**src/rtl/sat_counter.sv**
```systemverilog
// Saturating up-counter with synchronous clear and a sticky saturation flag.
module sat_counter #(
  parameter int W = 16
) (
  input  logic         clk,
  input  logic         rst_n,
  input  logic         inc,
  input  logic         clr,
  output logic [W-1:0] cnt,
  output logic         sat
);

  localparam logic [W-1:0] MAX = {W{1'b1}};

  logic [W-1:0] cnt_q, cnt_d;
  logic         sat_q, sat_d;

  always_comb begin
    cnt_d = cnt_q;
    sat_d = sat_q;
    if (clr) begin
      cnt_d = '0;
      sat_d = 1'b0;
    end else begin
      if (inc && (cnt_q != MAX)) begin
        cnt_d = cnt_q + 1'b1;
      end
      sat_d = sat_q | (cnt_d == MAX);
    end
  end

  always_ff @(posedge clk or negedge rst_n) begin
    if (!rst_n) begin
      cnt_q <= '0;
      sat_q <= 1'b0;
    end else begin
      cnt_q <= cnt_d;
      sat_q <= sat_d;
    end
  end

  assign cnt = cnt_q;
  assign sat = sat_q;

endmodule

```
**config.mk**
```make
export PLATFORM = sky130hd
export DESIGN_NAME = sat_counter
export DESIGN_NICKNAME = d
export VERILOG_FILES = /design/src/rtl/sat_counter.sv
export SDC_FILE = /design/constraint.sdc
export NUM_CORES = 1
export LEC_CHECK = 0
export BUFFER_PORTS_ARGS = -buffer_cell sky130_fd_sc_hd__buf_2
export CAP_MARGIN = 20
export CORE_ASPECT_RATIO = 1.1
export CORE_UTILIZATION = 61
export CTS_BUF_LIST = sky130_fd_sc_hd__clkbuf_8
export DETAILED_ROUTE_END_ITERATION = 12
export GPL_TIMING_DRIVEN = 0
export PLACE_DENSITY = 0.92
export SLEW_MARGIN = 0
export SYNTH_ARGS = -nofsm -noshare
export SYNTH_HDL_FRONTEND = slang
export SYNTH_SLANG_ARGS = --single-unit
```
**constraint.sdc**
```tcl
create_clock -name clk -period 3.1 [get_ports clk]
set_input_delay 0.31 -clock clk [delete_from_list [all_inputs] [get_ports clk]]
set_output_delay 0.31 -clock clk [all_outputs]
set_load 0.01 [all_outputs]
```
; ---- Yosys cells after proc, flatten, opt, wreduce, memory -nomap -nowiden
; Cells that the tools add are included.
[word_totals]
ff_bits = 17
input_bits = 4
output_inout_bits = 17
word_cells = 11
[classes]
add_sub_neg = 1
eq_ne = 2
n_mux = 4
bitwise = 1
reduce_logical = 1
[ops]
columns = op, count
row1 = two-way mux 16 bit, 3
row2 = "adder 16 x 1 -> 16 bit, second input constant", 1
row3 = "== test 16 bit, second input constant", 1
row4 = "!= test 16 bit, second input constant", 1
row5 = logical AND 1 bit, 1
row6 = two-way mux 1 bit, 1
row7 = OR 1 bit, 1

; ---- Longest topological paths before layout
[logic_depth]
ltp_word = 7
ltp_mapped = 7
depth_no_buf = 6

; ---- Worst setup path before layout
; No wires, ideal clock.
[synth_path]
path_type = flip-flop to flip-flop
from = register cnt_q[0], in the netlist cnt[0]
to = register sat_q, in the netlist sat
setup_ns = 0.095
arrival_ns = 1.855
required_ns = 3.005
slack_ns = 1.150
stages_incl_launch_ff = 7
path_buffers = 0
period_less_slack_ns = 1.950
cell_sequence = dfrtp_1 -> ha_1 -> nand3_1 -> o41ai_4 -> mux2i_1 -> o2111ai_2 -> o32ai_2
[synth_via]
elab_chain_cells = 7
word_cells_on_any_way = 8
classes_between = add/sub: 1 / eq/ne: 2 / mux: 3 / bitwise: 1 / reduce/logical: 1
[synth_rtl]
columns = element, line_no
row1 = from (decl), 15  ; logic [W-1:0] cnt_q, cnt_d;
row2 = from (signal assigned), 37  ; cnt_q <= cnt_d;
row3 = "parallel branches: the longest is 2 deep, another holds adder 16 x 1 -> 16 bit", n/a
row4 = two-way mux 16 bit *, 25  ; if (inc && (cnt_q != MAX)) begin
row5 = two-way mux 16 bit *, 21  ; if (clr) begin
row6 = == test 16 bit *, 28  ; sat_d = sat_q | (cnt_d == MAX);
row7 = OR 1 bit *, 28
row8 = two-way mux 1 bit *, 21
row9 = net sat_d, 16  ; logic sat_q, sat_d;
row10 = to (signal assigned), 38  ; sat_q <= sat_d;
row11 = to (decl), 16
; Mark *: on every way through the listed nets, which the timed path passes. The select of a mux whose other input is x is not followed.

; ---- Final worst setup path
; Ends and elaborated chain as after synthesis.

==> metrics <==
Ys Warns 0; share of layout cells above drive strength 1 31.65%; largest family of logic cells by synthesized area simple AND/OR/NAND/NOR gates; CP Launch Type register; CTS sink cnt 17; global-route total usage across every layer 29.20%; drt drc 0; WL final 2.745 mm; crit end category register; CTS tree yes; mux contribution to synthesized area 0.8820%; Leakage Power 0.6180 nW; Clock Tree Root clkbuf_8; Seq/Total Area, Yosys 37.49%; total power 420.9 uW; # rows 15; largest net degree at the start of global routing 18; status completed; fin area 1306 um^2; Final nets 145; die outline width 43.13 um; adder-cell share of the synthesized area 1.103%; I/O pin total 21; Pwr per Cell Area 322.2 nW/um^2; Post-CTS Resized 0; EDFF count, synth 0; HPWL after DPL 1.886 mm; Die H 47.24 um; Worst Path Arrival 2.29 ns; f_max 471.1 MHz; ANT cells 0; CTS buffer count 3; Post-Syn Area 1135 um^2; register bit total from synthesis 17; Clock Latency Late Sink 0.25 ns; DR vias/cell 6.910; CORE AREA 1652 um^2; GP Congestion 0.9361; die area 2037 um^2; DR pass1 iterations 4; Final setup viols 0; post-route ant nets 0; syn_nets 120; crit path kind register to register; Final Cycle Share 68.48%; Worst Hold Class primary input to register; Synth Area in XOR/XNOR 4.631%; count of buffers from port buffering 19; Post-synth top flop dfrtp_1; DR iter-0 viols 61; htree depth 1; Clock transition at path regs 0.06 ns; Synth async-reset ratio 100.0%; commonest non-fill, non-tap cell in the layout buf_2; Period minus WS final 2.123 ns; Syn Inst Count 115; RSZ-0062 raised after global routing no; synth unique cells 43; slew margin rel. 65.49%; Bufs on Longest Clock Path 2; Area growth syn-to-layout 15.10%; final count of hold timing violations 0; Avg Inst Size Synth 9.868 um^2; first-pass GRT wire length 4.374 mm; DP Area 1251 um^2; initial antenna violation count 0; CP Max Fanout 6; VDD IR max 0.0002897 V; slew of the pin with the lowest slew margin 0.5177 ns; Routed wire per std cell 17.60 um; Layout Skew 0.001160 ns; simple-gate share of the synthesized area 34.40%; total number of vias 1078; vias in the first global route 960; Worst EP required 3.26 ns; Slew Viols, Final 0; initial core utilization 68.71%; Synth Area in Compound Gates 18.19%; most frequent cells in the layout buf_2 (19), dfrtp_1 (17), nor2_1 (13), nand2_1 (9), nand4_1 (6); final setup TNS 0 ns; total grt overflow 0; max-cap violation count 0
## through the flow
step,worst slack (ns),hold WS (ns),utilization [%],std cells
4_1_cts,0.9993,0.4024,79.09,156
6_report,0.9771,0.4084,79.09,156
5_1_grt,0.7914,0.4131,79.09,156
2_1_floorplan,1.150,0.01441,-,115
3_3_place_gp,1.072,0.2449,75.76,151
3_5_place_dp,1.030,0.2516,75.76,151
## worst paths after layout
| kind | from | slack (ns) | endpoint | cells after the start |
|---|---|---|---|---|
| worst min register to register | sat$_DFF_PN0_ | 0.54 | sat$_DFF_PN0_ | 2 |
| worst max register to register | cnt[0]$_DFF_PN0_ | 0.98 | sat$_DFF_PN0_ | 6 |
| worst max-delay path | cnt[0]$_DFF_PN0_ | 0.98 | sat$_DFF_PN0_ | 6 |
| max in group asynchronous | rst_n | 2.33 | cnt[1]$_DFF_PN0_ | 2 |
| worst min-delay path | inc | 0.41 | cnt[1]$_DFF_PN0_ | 3 |
| min in group asynchronous | rst_n | 0.50 | cnt[2]$_DFF_PN0_ | 2 |
## flip-flops by register name (all words and copies together) (netlist names)
name and cells:
sat 1, cnt 16
## repair_timing
item,in CTS,in global routing
hold buffers,1,0
endpoints found under the hold margin,17,0
setup buffers,0,0
## synth_stat cells (2+ instances only)
cell	count	area share, %
o21ba_2	2	1.8
buf_4	3	2.0
nand3_1	5	2.2
and4_2	3	2.6
nand4_2	2	2.2
a31oi_1	2	1.1
nand3b_1	2	1.3
xor2_1	5	3.9
nor3_1	3	1.3
dfrtp_1	17	37
nor2b_1	3	1.7
o21ai_0	2	0.88
and3_1	3	1.7
a21oi_1	5	2.2
o211ai_1	2	1.3
nand2_1	9	3.0
nor2_1	13	4.3
inv_1	2	0.66
nand4_1	6	3.3
and4_1	3	2.3
## metal layers
| metal | track usage [%] | vias to the layer above | part of all wire, % | routed length (um) |
|---|---|---|---|---|
| li1 | - | 485 | - | - |
| met1 | 37.71 | 523 | 41 | 1133 |
| met2 | 49.55 | 63 | 49 | 1336 |
| met3 | 3.846 | 7 | 8.5 | 234 |
| met4 | 13.33 | 0 | 1.5 | 41 |
| met5 | 0 | - | 0 | 0 |
## logic make-up (layout without fill, tap and decap cells)
kind of cell    Yosys count  count (layout)
simple gates             60              60
compound gates           23              23
flops                    17              17
buf+inv                   7              31
xor+xnor                  6               6
fa+ha+maj                 1               1
mux                       1               1
## where the power goes
group / internal (mW) / total (mW) / switching (mW)
registers: 0.224 / 0.228 / 0.00405
logic: 0.0110 / 0.0296 / 0.0186
clock network: 0.0879 / 0.163 / 0.0749
total: 0.323 / 0.421 / 0.0976
## worst max-delay path: stages (launching register included)
cell       delay (ns)
dfrtp_1          0.44
ha_1             0.32
nand3_1          0.15
o41ai_4          0.49
mux2i_1          0.27
o2111ai_2        0.14
o32ai_2          0.22
## final cells by class
type	count	area (um^2)
buffer	5	30.03
clock buffer	3	41.29
clock inverter	1	3.754
fill	128	345.3
inverter	2	7.507
multi-input combinational	91	671.9
sequential	17	425.4
tap	17	21.27
timing repair buffer	20	105.1
(Power assumes the default switching activity.)
